==> config.mk <==
export PLATFORM = sky130hd
export DESIGN_NAME = alu_share_arbiter
export DESIGN_NICKNAME = d
export VERILOG_FILES = /design/src/rtl/alu_share_pkg.sv /design/src/rtl/alu_share_arbiter_rr_pick.sv /design/src/rtl/alu_share_arbiter.sv
export SDC_FILE = /design/constraint.sdc
export NUM_CORES = 1
export LEC_CHECK = 0
export CELL_PAD_IN_SITES_DETAIL_PLACEMENT = 2
export CELL_PAD_IN_SITES_GLOBAL_PLACEMENT = 2
export CORE_ASPECT_RATIO = 1.1
export CORE_UTILIZATION = 23
export DETAILED_ROUTE_END_ITERATION = 8
export GPL_TIMING_DRIVEN = 0
export PLACE_DENSITY = 0.81
export SYNTH_ARGS = -nofsm -noshare
export SYNTH_HDL_FRONTEND = slang
export SYNTH_SLANG_ARGS = --single-unit
==> constraint.sdc <==
create_clock -name clk -period 2.1 [get_ports clk]
set_input_delay 0.42 -clock clk [delete_from_list [all_inputs] [get_ports clk]]
set_output_delay 0.42 -clock clk [all_outputs]
set_load 0.02 [all_outputs]
==> src/rtl/alu_share_pkg.sv <==
// Shared definitions for the ALU sharing arbiter: ALU field widths, FSM states, opcodes.
// Latency: n/a (package only).
// Backpressure: n/a (package only).
package alu_share_pkg;

  // ALU field widths
  localparam int OPC_W = 3;
  localparam int OPD_W = 4;
  localparam int RES_W = 8;

  // Arbiter FSM states
  typedef enum logic [1:0] {
    IDLE = 2'd0,
    WAIT = 2'd1,
    RESP = 2'd2
  } state_t;

  // Opcodes: 0..2 arithmetic, 3..7 comparison
  localparam logic [OPC_W-1:0] OPC_ADD = 3'd0;
  localparam logic [OPC_W-1:0] OPC_SUB = 3'd1;
  localparam logic [OPC_W-1:0] OPC_MUL = 3'd2;
  localparam logic [OPC_W-1:0] OPC_EQ  = 3'd3;
  localparam logic [OPC_W-1:0] OPC_NE  = 3'd4;
  localparam logic [OPC_W-1:0] OPC_LT  = 3'd5;
  localparam logic [OPC_W-1:0] OPC_GT  = 3'd6;
  localparam logic [OPC_W-1:0] OPC_LE  = 3'd7;

  function automatic logic is_cmp_opc(input logic [OPC_W-1:0] opc);
    return (opc >= OPC_EQ);
  endfunction

endpackage

==> src/rtl/alu_share_arbiter_rr_pick.sv <==
// Combinational winner selection: one-hot grant plus its index.
// Latency: 0 cycles (pure combinational).
// Backpressure: none; grant is a pure function of valid (and last in round-robin mode).
//
// Ports:
//   valid    in   NUM_REQ  request valids
//   last     in   ID_W     previous winner (round-robin build only)
//   grant    out  NUM_REQ  one-hot winner, 0 when no valid
//   grant_id out  ID_W     index of the winner, 0 when no valid
// Macro ALU_SHARE_FIXED_PRIO_EN: lowest valid index wins and the last input is removed.
module rr_pick
  import alu_share_pkg::*;
#(
  parameter int NUM_REQ = 4,
  parameter int ID_W    = 2
) (
  input  logic [NUM_REQ-1:0] valid,
`ifndef ALU_SHARE_FIXED_PRIO_EN
  input  logic [ID_W-1:0]    last,
`endif
  output logic [NUM_REQ-1:0] grant,
  output logic [ID_W-1:0]    grant_id
);

  logic found;

`ifdef ALU_SHARE_FIXED_PRIO_EN
  always_comb begin
    grant    = '0;
    grant_id = '0;
    found    = 1'b0;
    for (int i = 0; i < NUM_REQ; i++) begin
      if (!found && valid[i]) begin
        found    = 1'b1;
        grant[i] = 1'b1;
        grant_id = ID_W'(i);
      end
    end
  end
`else
  // Two ascending passes give the wrap-around search without a modulo:
  // first the indices above last, then the indices up to and including last.
  always_comb begin
    grant    = '0;
    grant_id = '0;
    found    = 1'b0;
    for (int i = 0; i < NUM_REQ; i++) begin
      if (!found && valid[i] && (i > int'(last))) begin
        found    = 1'b1;
        grant[i] = 1'b1;
        grant_id = ID_W'(i);
      end
    end
    for (int i = 0; i < NUM_REQ; i++) begin
      if (!found && valid[i] && (i <= int'(last))) begin
        found    = 1'b1;
        grant[i] = 1'b1;
        grant_id = ID_W'(i);
      end
    end
  end
`endif

endmodule

==> src/rtl/alu_share_arbiter.sv <==
// Shares one registered 4-bit ALU among NUM_REQ requesters, returning id-tagged results.
// Latency: resp_valid rises ALU_LAT+1 edges after the accept edge; one op per ALU_LAT+3 cycles at best.
// Backpressure: result held in RESP until resp_ready; no new request is accepted outside IDLE.
//
// Ports:
//   clk, rst                   clock (rising edge), async active-high reset
//   req_valid/req_ready        per-requester handshake; req_ready is a one-hot accept strobe
//   req_opc/req_a/req_b        packed per-requester opcode/operands (requester i at slot i)
//   alu_opc/alu_a/alu_b/alu_c  registered operands to the ALU and its result
//   resp_valid/resp_ready      result handshake; resp_id/resp_data carry owner and result
//   busy                       high whenever the FSM is not IDLE
// Macro ALU_SHARE_FIXED_PRIO_EN: fixed-priority arbitration (lowest index), no rr pointer.
module alu_share_arbiter
  import alu_share_pkg::*;
#(
  parameter int NUM_REQ = 4,
  parameter int ID_W    = 2,
  parameter int ALU_LAT = 1
) (
  input  logic                       clk,
  input  logic                       rst,
  input  logic [NUM_REQ-1:0]         req_valid,
  output logic [NUM_REQ-1:0]         req_ready,
  input  logic [OPC_W*NUM_REQ-1:0]   req_opc,
  input  logic [OPD_W*NUM_REQ-1:0]   req_a,
  input  logic [OPD_W*NUM_REQ-1:0]   req_b,
  output logic [OPC_W-1:0]           alu_opc,
  output logic [OPD_W-1:0]           alu_a,
  output logic [OPD_W-1:0]           alu_b,
  input  logic [RES_W-1:0]           alu_c,
  output logic                       resp_valid,
  input  logic                       resp_ready,
  output logic [ID_W-1:0]            resp_id,
  output logic [RES_W-1:0]           resp_data,
  output logic                       busy
);

  localparam int CNT_W = 3;  // ALU_LAT is at most 7

  state_t             state, state_nxt;
  logic [CNT_W-1:0]   cnt;
  logic [NUM_REQ-1:0] grant;
  logic [ID_W-1:0]    grant_id;
  logic               accept;
  logic [OPC_W-1:0]   sel_opc;
  logic [OPD_W-1:0]   sel_a;
  logic [OPD_W-1:0]   sel_b;

`ifndef ALU_SHARE_FIXED_PRIO_EN
  logic [ID_W-1:0]    last;
`endif

  rr_pick #(
    .NUM_REQ (NUM_REQ),
    .ID_W    (ID_W)
  ) u_pick (
    .valid    (req_valid),
`ifndef ALU_SHARE_FIXED_PRIO_EN
    .last     (last),
`endif
    .grant    (grant),
    .grant_id (grant_id)
  );

  // Grant is only visible in IDLE and is masked during reset so req_ready reads 0 there.
  assign req_ready = ((state == IDLE) && !rst) ? grant : '0;
  assign accept    = |req_ready;
  assign busy      = (state != IDLE);

  // One-hot mux of the winner's opcode and operands
  always_comb begin
    sel_opc = '0;
    sel_a   = '0;
    sel_b   = '0;
    for (int i = 0; i < NUM_REQ; i++) begin
      if (grant[i]) begin
        sel_opc = req_opc[i*OPC_W +: OPC_W];
        sel_a   = req_a[i*OPD_W +: OPD_W];
        sel_b   = req_b[i*OPD_W +: OPD_W];
      end
    end
  end

  always_ff @(posedge clk or posedge rst) begin
    if (rst) begin
      state <= IDLE;
    end else begin
      state <= state_nxt;
    end
  end

  always_comb begin
    state_nxt = state;
    case (state)
      IDLE:    if (accept)     state_nxt = WAIT;
      WAIT:    if (cnt == '0)  state_nxt = RESP;
      RESP:    if (resp_ready) state_nxt = IDLE;
      default:                 state_nxt = IDLE;
    endcase
  end

  // Operand, latency counter and response registers
  always_ff @(posedge clk or posedge rst) begin
    if (rst) begin
      alu_opc    <= '0;
      alu_a      <= '0;
      alu_b      <= '0;
      cnt        <= '0;
      resp_valid <= 1'b0;
      resp_id    <= '0;
      resp_data  <= '0;
    end else begin
      case (state)
        IDLE: begin
          if (accept) begin
            alu_opc <= sel_opc;
            alu_a   <= sel_a;
            alu_b   <= sel_b;
            resp_id <= grant_id;
            cnt     <= CNT_W'(ALU_LAT);
          end
        end
        WAIT: begin
          // alu_* stay untouched so the ALU sees stable inputs for the whole wait
          if (cnt != '0) begin
            cnt <= cnt - 1'b1;
          end else begin
            resp_data  <= alu_c;
            resp_valid <= 1'b1;
          end
        end
        RESP: begin
          if (resp_ready) resp_valid <= 1'b0;
        end
        default: ;
      endcase
    end
  end

`ifndef ALU_SHARE_FIXED_PRIO_EN
  // Pointer resets to the top index so requester 0 wins first.
  always_ff @(posedge clk or posedge rst) begin
    if (rst) begin
      last <= ID_W'(NUM_REQ - 1);
    end else if (accept) begin
      last <= grant_id;
    end
  end
`endif

endmodule

# After elaboration in Yosys (flattened, before gate mapping)
# Index checks and enable logic that the tools add are counted.
dict set report totals {
  regBits 29
  output_inout_bits 27
  word_cells 98
}
dict set report classes {
  n_addsub 1
  order_cmp 6
  eq_ne 7
  mux 42
  bitwise 1
  reduce_logical 32
}
# operator n
set ops {}
lappend ops {{$mux W4} 9}
lappend ops {{$mux W2} 9}
lappend ops {{$mux W3} 6}
lappend ops {{$mux W1} 15}
lappend ops {{$logic_and A1 B1 Y1} 13}
lappend ops {{$ne A2 B2 Y1 const B} 5}
lappend ops {{$reduce_and A3 Y1} 3}
lappend ops {{$logic_not A1 Y1} 7}
lappend ops {{$pmux W2 S3} 1}
lappend ops {{$pmux W3 S2} 1}
lappend ops {{$reduce_bool A2 Y1} 3}
lappend ops {{$gt A2 B2 Y1 const A} 2}
lappend ops {{$le A2 B2 Y1 const A} 2}
lappend ops {{$reduce_and A2 Y1} 2}
lappend ops {{$reduce_or A4 Y1} 1}
lappend ops {{$logic_not A3 Y1} 1}
lappend ops {{$reduce_bool A3 Y1} 1}
lappend ops {{$sub A3 B1 Y3 const B} 1}
lappend ops {{$eq A2 B1 Y1 const B} 1}
lappend ops {{$eq A2 B2 Y1 const B} 1}
lappend ops {{$gt A1 B2 Y1 const A} 1}
lappend ops {{$le A1 B2 Y1 const A} 1}
lappend ops {{$logic_not A2 Y1} 1}
lappend ops {{$pmux W1 S2} 1}
lappend ops {{$not A1 Y1} 1}

# Logic depth before layout (Yosys ltp)
# Gate-level depths: netlist of the first run.
dict set report depth {
  depth_word 30
  depth_mapped 7
  depth_no_buf 6
}

# Modules after synthesis
# From an unflattened synthesis of the first run, not the netlist that was laid out.
dict set report unflattened {
  cells_unflattened 192
  area_unflattened_um2 1824.2
}
# module n_inst cells_each area_per_inst_um2 seq_area_each_um2
set modules_own_cells {}
lappend modules_own_cells {alu_share_arbiter 1 159 1597.8 728.2}
lappend modules_own_cells {rr_pick 1 33 226.5 0.0}

# Worst setup path before layout of the first run
# No wires, ideal clock.
dict set report synth_timing {
  kind {register -> output}
  from {reg state[1]}
  to {out req_ready[0]}
  arrival_time_ns 1.626
  slack_ns 0.054
  path_stages_with_launch 5
  n_path_buf 2
  cell_sequence {dfrtp_1 > or3_1 > buf_2 > clkbuf_1 > nor3_1}
}
dict set report synth_between {
  elab_chain_len 3
}
# element line
set synth_rtl {}
lappend synth_rtl {{from (decl)} alu_share_arbiter.sv:40} ;# state_t state, state_nxt;
lappend synth_rtl {{from (signal assigned)} alu_share_arbiter.sv:88} ;# state <= state_nxt;
lappend synth_rtl {{$logic_not A2 Y1} alu_share_arbiter.sv:66} ;# assign req_ready = ((state == IDLE) && !rst) ? grant : '0;
lappend synth_rtl {{$logic_and A1 B1 Y1} alu_share_arbiter.sv:66}
lappend synth_rtl {{$mux W4} alu_share_arbiter.sv:66}
lappend synth_rtl {{to (decl)} alu_share_arbiter.sv:23} ;# output logic [NUM_REQ-1:0] req_ready,
# No other way between the ends.

# Worst setup path in the final report of the first run
dict set report layout_timing {
  from {reg state[0]}
  to {out busy}
}
dict set report layout_between {
  elab_chain_len 1
}
# element line
set layout_rtl {}
lappend layout_rtl {{$reduce_bool A2 Y1} alu_share_arbiter.sv:68} ;# assign busy = (state != IDLE);
lappend layout_rtl {{to (decl)} alu_share_arbiter.sv:35} ;# output logic busy
# No other way between the ends.

==> impl_metrics.tcl, run 1 <==
set metrics [dict create \
    fin_nets 357 \
    hp-class "reg2reg" \
    cp_num_buf_inv 2 \
    dp_slack_ns -0.9148 \
    synth_top_cell_area_share_pct 37.04 \
    worst_pin_slew_ns 1.137 \
    yosysMostFrequentCell "dfrtp_1" \
    avgSynthCellArea_um2 9.307 \
    synthCells 196 \
    drtIter0Drc 21 \
    ys_warn_count 0 \
    crit_type "reg2out" \
    placement.io_buffers 82 \
    clock_latency_ns 0.28 \
    synth_common_cells "27 x dfrtp_1, 17 x nor2_1, 16 x nand2_1" \
    dr_wl_met2_um 3309 \
    rows 33 \
    dpl-instance-area_um2 2776 \
    stdcell_area_um2 3020 \
    syn_nets 257 \
    dpl.hpwl_um 4914 \
    synthFlopType "dfrtp_1" \
    cts-root-buf "clkbuf_8" \
    peakVddDrop_v 0.0004055 \
    period_needed_ns 2.072 \
    cp_max_fo 4 \
    cpMaxStageDelayCell "clkdlybuf4s50_1" \
    clkSinkCount 29 \
    netSwitchingPower_mw 1.654 \
    drive_above_1_share_pct 23.23 \
    setup_viol 0 \
    syn_area_um2 1824 \
    seqPwrFrac_pct 25.7 \
    ctsHoldBuffers 0 \
    start_util_pct 24.14 \
    synth_top_cell_by_area "dfrtp_1" \
    grt.total_usage_pct 16.90 \
    grt_overflow 0 \
    crit_chain "buf_4 -> or2_2 -> clkdlybuf4s50_1" \
    cts_tree "built" \
    ioPinCount 86 \
    dieArea_um2 8292 \
    cts_max_path_buffers 2 \
    slew_headroom_pct 24.12 \
    total_power_mw 4.031 \
    tns_ns 0 \
    dp.cells 383 \
    end_kind "output port" \
    syn2layout_area_growth_pct 65.57 \
    finalMaxSlewViolations 0 \
    cp-start-kind "flop" \
    viasPerCell 4.818 \
    maxClockFrequency_ghz 0.4826 \
    wl_um 6644 \
    drcViolationCount 0 \
    die_w_um 86.92 \
    final_hold_viol_count 0 \
    sw_frac_of_total_pct 41.04 \
    core_area_um2 7556 \
    critical_path_required_ns 1.68 \
    die_h_um 95.41 \
    holdWs_ns 0.4756 \
    drtPass1Iterations 4 \
    ant_nets 0 \
    dr_wl_met3_um 309 \
    grt_antenna_before_repair 0 \
    synth_area_leaders "dfrtp_1 37%, a2bb2oi_2 6.6%, a221oi_1 5.8%" \
    critical_path.max_stage_delay_ns 0.54 \
    cp_data_arrival_time_ns 1.65 \
    numCtsBuffers 5 \
    place_congestion 0.7975 \
    ys_seq_area_share_pct 39.92 \
    n_fill_cell 823 \
    post-route-period-util_pct 98.68 \
    drv_cap 0 \
    dr.max_layer_used "met4" \
    wl_met1_um 2921 \
    fin_cells 402 \
    clk_pin_slew_ns 0.06 \
    grt_pass1_wl_um 10490 \
    status "completed" \
    p_int_mw 2.376 \
    finish.utilization_pct 39.97 \
    yosysUniqueCellTypes 40 \
    htreeDepth 2 \
    setup_ws_ns 0.02772 \
    vias 1937 \
    grt_max_degree 30 \
    p_leak_nw 1.216 \
    ys_seq_elements 29 \
    antenna_cells 0 \
    p_clk_share_pct 10.8 \
    grt_pass1_vias 2046 \
    synth-edff-count 0 \
    clock_skew_ns 0.006716 \
    wl_per_cell_um 16.53 \
    cp_top_family "buffers and inverters" \
    power_density_nw_per_um2 1335 \
    ys_async_sr_fraction_pct 100.0 \
    pwr-share-comb_pct 63.5 \
]
==> worst register-to-register path: cells and delay by family (launching register included) <==
family                 cells  cell delay, ns
AOI/OAI and AO/OA          3            0.79
DFF                        1            0.56
buffers and inverters      2            0.35
and+or+nand+nor            2            0.17
==> path summary, 6_finish.rpt <==
check / startpoint / endpoint / slack (ns) / depth (start not counted)
max: state[0]$_DFFE_PP0P_ / busy / 0.03 / 3
min: resp_valid$_DFFE_PP0P_ / resp_valid$_DFFE_PP0P_ / 0.48 / 1
max reg2reg: last[1]$_DFFE_PP1P_ / alu_b[2]$_DFFE_PP0P_ / 0.11 / 7
min reg2reg: resp_valid$_DFFE_PP0P_ / resp_valid$_DFFE_PP0P_ / 0.48 / 1
max in group asynchronous: rst / resp_valid$_DFFE_PP0P_ / 0.83 / 2
min in group asynchronous: rst / alu_b[1]$_DFFE_PP0P_ / 0.59 / 2
==> layout by cell type (no fill, tap or decap), drive strengths merged, types with 3 or more instances in the layout <==
cell            n
inv             7
dfrtp          27
a2bb2oi        11
clkdlybuf4s50  76
a21oi           6
nor2           17
a211oi          3
mux2            8
buf            28
a21o            4
a221oi         12
nand3          11
nand2b          7
o22ai          13
nand2          16
clkbuf         11
nor3            5
o21ai          13
==> what timing repair did <==
action                     4_1_cts  5_1_grt
pin swaps                        7        5
setup endpoints to repair       15       16
gates resized for setup         49        6
buffers inserted                 7        5
cloned                           0        0
==> cell type report <==
type                    count  area (µm²)  share of cell area [%]
plain buffers              16       111.4                   3.687
clock buffers               7       76.32                   2.527
clock inverters             1       5.005                  0.1657
inverters                   7       26.28                  0.8699
multi-input cells         143        1030                   34.09
flip-flops and latches     29       728.2                   24.11
well taps                 105       131.4                   4.350
repair buffers             94       912.1                   30.20
==> per-layer routing <==
metal	vias up	GRT usage, %
met5	-	0
met4	0	6.528
met3	7	3.636
met2	66	28.87
met1	937	20.70
li1	927	-
==> sequential cells by signal (all words and copies together) (netlist names) <==
register,cells
resp_valid,1
last,2
state,2
alu_b,4
resp_id,2
alu_a,4
cnt,3
resp_data,8
alu_opc,3
==> power groups by stage <==
stage               registers [mW]  clock network, mW  logic, mW
floorplan                     1.28                  0       1.18
CTS                           1.04              0.450       2.53
finish                        1.04              0.434       2.56
global route                  1.07              0.478       2.77
detailed placement            1.05                  0       2.32
global placement              1.04                  0       2.26
==> cells by family (layout without fill, tap and decap cells) <==
| family | count (synthesis) | after routing | share of synthesized area [%] |
|---|---|---|---|
| AO/OA/AOI/OAI | 70 | 70 | 30.73 |
| AND/OR/NAND/NOR | 63 | 63 | 16.39 |
| flip-flops | 29 | 29 | 39.92 |
| buffers and inverters | 24 | 125 | 6.653 |
| multiplexers | 8 | 8 | 4.938 |
| adder cells (fa/ha/maj) | 2 | 2 | 1.372 |
Power figures use the tool's default switching activity.
==> run 2, diff against run 1 <==
--- a/config.mk
+++ b/config.mk
@@ -12,6 +12,7 @@
 export DETAILED_ROUTE_END_ITERATION = 8
 export GPL_TIMING_DRIVEN = 0
 export PLACE_DENSITY = 0.81
+export RECOVER_POWER = 100
 export SYNTH_ARGS = -nofsm -noshare
 export SYNTH_HDL_FRONTEND = slang
 export SYNTH_SLANG_ARGS = --single-unit
==> run 2 against run 1 <==
Setup slack improved by 0.0016 ns. Wire length down 0.27%. First-iteration DRC count is the same. Final cell count did not move. Sequential share of layout area is the same. Non-clock buffer count is the same. Count of clock-buffer cells in the layout unchanged. Clock power about the same. Hold slack lost 0.0053 ns. Clock skew about the same. Largest cell class unchanged. Flip-flop and latch count unchanged.
==> impl_metrics.tcl, run 2 (synthesis gave the netlist of run 1 again) <==
set metrics [dict create \
    drive_above_1_share_pct 23.23 \
    final_hold_viol_count 0 \
    largestRegisters "resp_data x8, alu_a x4, alu_b x4" \
    clock_skew_ns 0.007043 \
    largest_reg_flops 8 \
    seqPwrFrac_pct 26.0 \
    finish.utilization_pct 39.97 \
    tns_ns 0 \
    maxClockFrequency_ghz 0.4829 \
    worst_pin_slew_ns 1.135 \
    hp-class "reg2reg" \
    peakVddDrop_v 0.0003938 \
    cp_num_buf_inv 2 \
    status "completed" \
    p_leak_nw 1.217 \
    slew_headroom_pct 24.27 \
    pwr-share-comb_pct 63.0 \
    cts-root-buf "clkbuf_8" \
    wl_per_cell_um 16.48 \
    syn2layout_area_growth_pct 65.57 \
    cp_data_arrival_time_ns 1.65 \
    rows 33 \
    crit_type "reg2out" \
    vias 1931 \
    placement.io_buffers 82 \
    viasPerCell 4.803 \
    clk_pin_slew_ns 0.06 \
    ioPinCount 86 \
    end_kind "output port" \
    numCtsBuffers 5 \
    drtPass1Iterations 4 \
    critical_path_required_ns 1.68 \
    power_density_nw_per_um2 1305 \
    cp_top_family "buffers and inverters" \
    total_power_mw 3.943 \
    netSwitchingPower_mw 1.643 \
    critical_path.max_stage_delay_ns 0.54 \
    dp.cells 383 \
    p_clk_share_pct 11.0 \
    grt_max_degree 30 \
    wl_um 6626 \
    grt_overflow 0 \
    cp_max_fo 4 \
    dieArea_um2 8292 \
    die_h_um 95.41 \
    final_common_cell "clkdlybuf4s50_1" \
    fin_cells 402 \
    drcViolationCount 0 \
    dpl.hpwl_um 4914 \
    drv_cap 0 \
    core_area_um2 7556 \
    finalMaxSlewViolations 0 \
    clkSinkCount 29 \
    grt_antenna_before_repair 0 \
    ctsHoldBuffers 0 \
    p_int_mw 2.299 \
    htreeDepth 2 \
    place_congestion 0.7975 \
    die_w_um 86.92 \
    setup_ws_ns 0.02934 \
    cts_tree "built" \
    cpMaxStageDelayCell "clkdlybuf4s50_1" \
    sw_frac_of_total_pct 41.68 \
    start_util_pct 24.14 \
    largest-register "resp_data" \
    clock_latency_ns 0.28 \
    setup_viol 0 \
    period_needed_ns 2.071 \
    final_cell_mix "54 x clkdlybuf4s50_1, 27 x dfrtp_1, 22 x dlygate4sd3_1" \
    reg2reg_setup_slack_ns 0.11 \
    post-route-period-util_pct 98.60 \
    dp_slack_ns -0.9148 \
    drtIter0Drc 21 \
    grt.total_usage_pct 16.90 \
    grt_pass1_vias 2046 \
    fin_nets 357 \
    cp-start-kind "flop" \
    grt_pass1_wl_um 10490 \
    ant_nets 0 \
    antenna_cells 0 \
    cts_max_path_buffers 2 \
    crit_chain "buf_4 -> or2_2 -> clkdlybuf4s50_1" \
]
## run 2: cell types whose count changed in the layout (fill, tap and decap cells not counted)
cell / change
dlygate4sd3_1: +22
clkdlybuf4s50_1: -22
## run 2: cell type report
type | count | area (µm²)
buffer | 16 | 111.4
inverter | 7 | 26.28
multi-input combinational | 143 | 1030
timing repair buffer | 94 | 912.1
fill | 823 | 4536
sequential | 29 | 728.2
clock buffer | 7 | 76.32
clock inverter | 1 | 5.005
tap | 105 | 131.4
## run 2: path summary, 6_finish.rpt
path	startpoint	end	depth (start not counted)
worst min-delay path	resp_valid$_DFFE_PP0P_	resp_valid$_DFFE_PP0P_	1
worst max-delay path	state[0]$_DFFE_PP0P_	busy	3
worst min register to register	resp_valid$_DFFE_PP0P_	resp_valid$_DFFE_PP0P_	1
min in group asynchronous	rst	alu_b[1]$_DFFE_PP0P_	2
max in group asynchronous	rst	resp_valid$_DFFE_PP0P_	2
worst max register to register	last[1]$_DFFE_PP1P_	alu_b[2]$_DFFE_PP0P_	7
## run 2: power groups by stage
stage               clock network (mW)  logic, mW  registers (mW)
floorplan                            0       1.18            1.28
global placement                     0       2.26            1.04
detailed placement                   0       2.32            1.05
CTS                              0.450       2.53            1.04
global route                     0.478       2.69            1.06
finish                           0.433       2.48            1.03
## run 2: metrics by stage
| step | hold WS [ns] | area [µm²] |
|---|---|---|
| 3_3_place_gp | 0.4623 | 2776 |
| 3_5_place_dp | 0.4684 | 2776 |
| 2_1_floorplan | 0.4846 | 1824 |
| 5_1_grt | 0.4826 | 3020 |
| 4_1_cts | 0.4808 | 2997 |
| 6_report | 0.4703 | 3020 |
## run 2: what timing repair did
item | 4_1_cts | 5_1_grt
endpoints found under the hold margin | 0 | 0
buffers inserted | 7 | 5
pin swaps | 7 | 5
setup endpoints to repair | 15 | 16
resized for setup | 49 | 6
## run 2: metal layers
layer | up-vias | track usage, % | share of wire (%)
li1 | 927 | - | -
met1 | 931 | 20.70 | 44
met2 | 66 | 28.87 | 50
met3 | 7 | 3.636 | 4.9
met4 | 0 | 6.528 | 1.6
met5 | - | 0 | 0
==> run 3, diff against run 2 <==
--- a/config.mk
+++ b/config.mk
@@ -5,6 +5,7 @@
 export SDC_FILE = /design/constraint.sdc
 export NUM_CORES = 1
 export LEC_CHECK = 0
+export ABC_CLOCK_PERIOD_IN_PS = 2100
 export CELL_PAD_IN_SITES_DETAIL_PLACEMENT = 2
 export CELL_PAD_IN_SITES_GLOBAL_PLACEMENT = 2
 export CORE_ASPECT_RATIO = 1.1
==> results of run 3 <==
No change in the layout: final DEF, timing and power equal those of run 2.
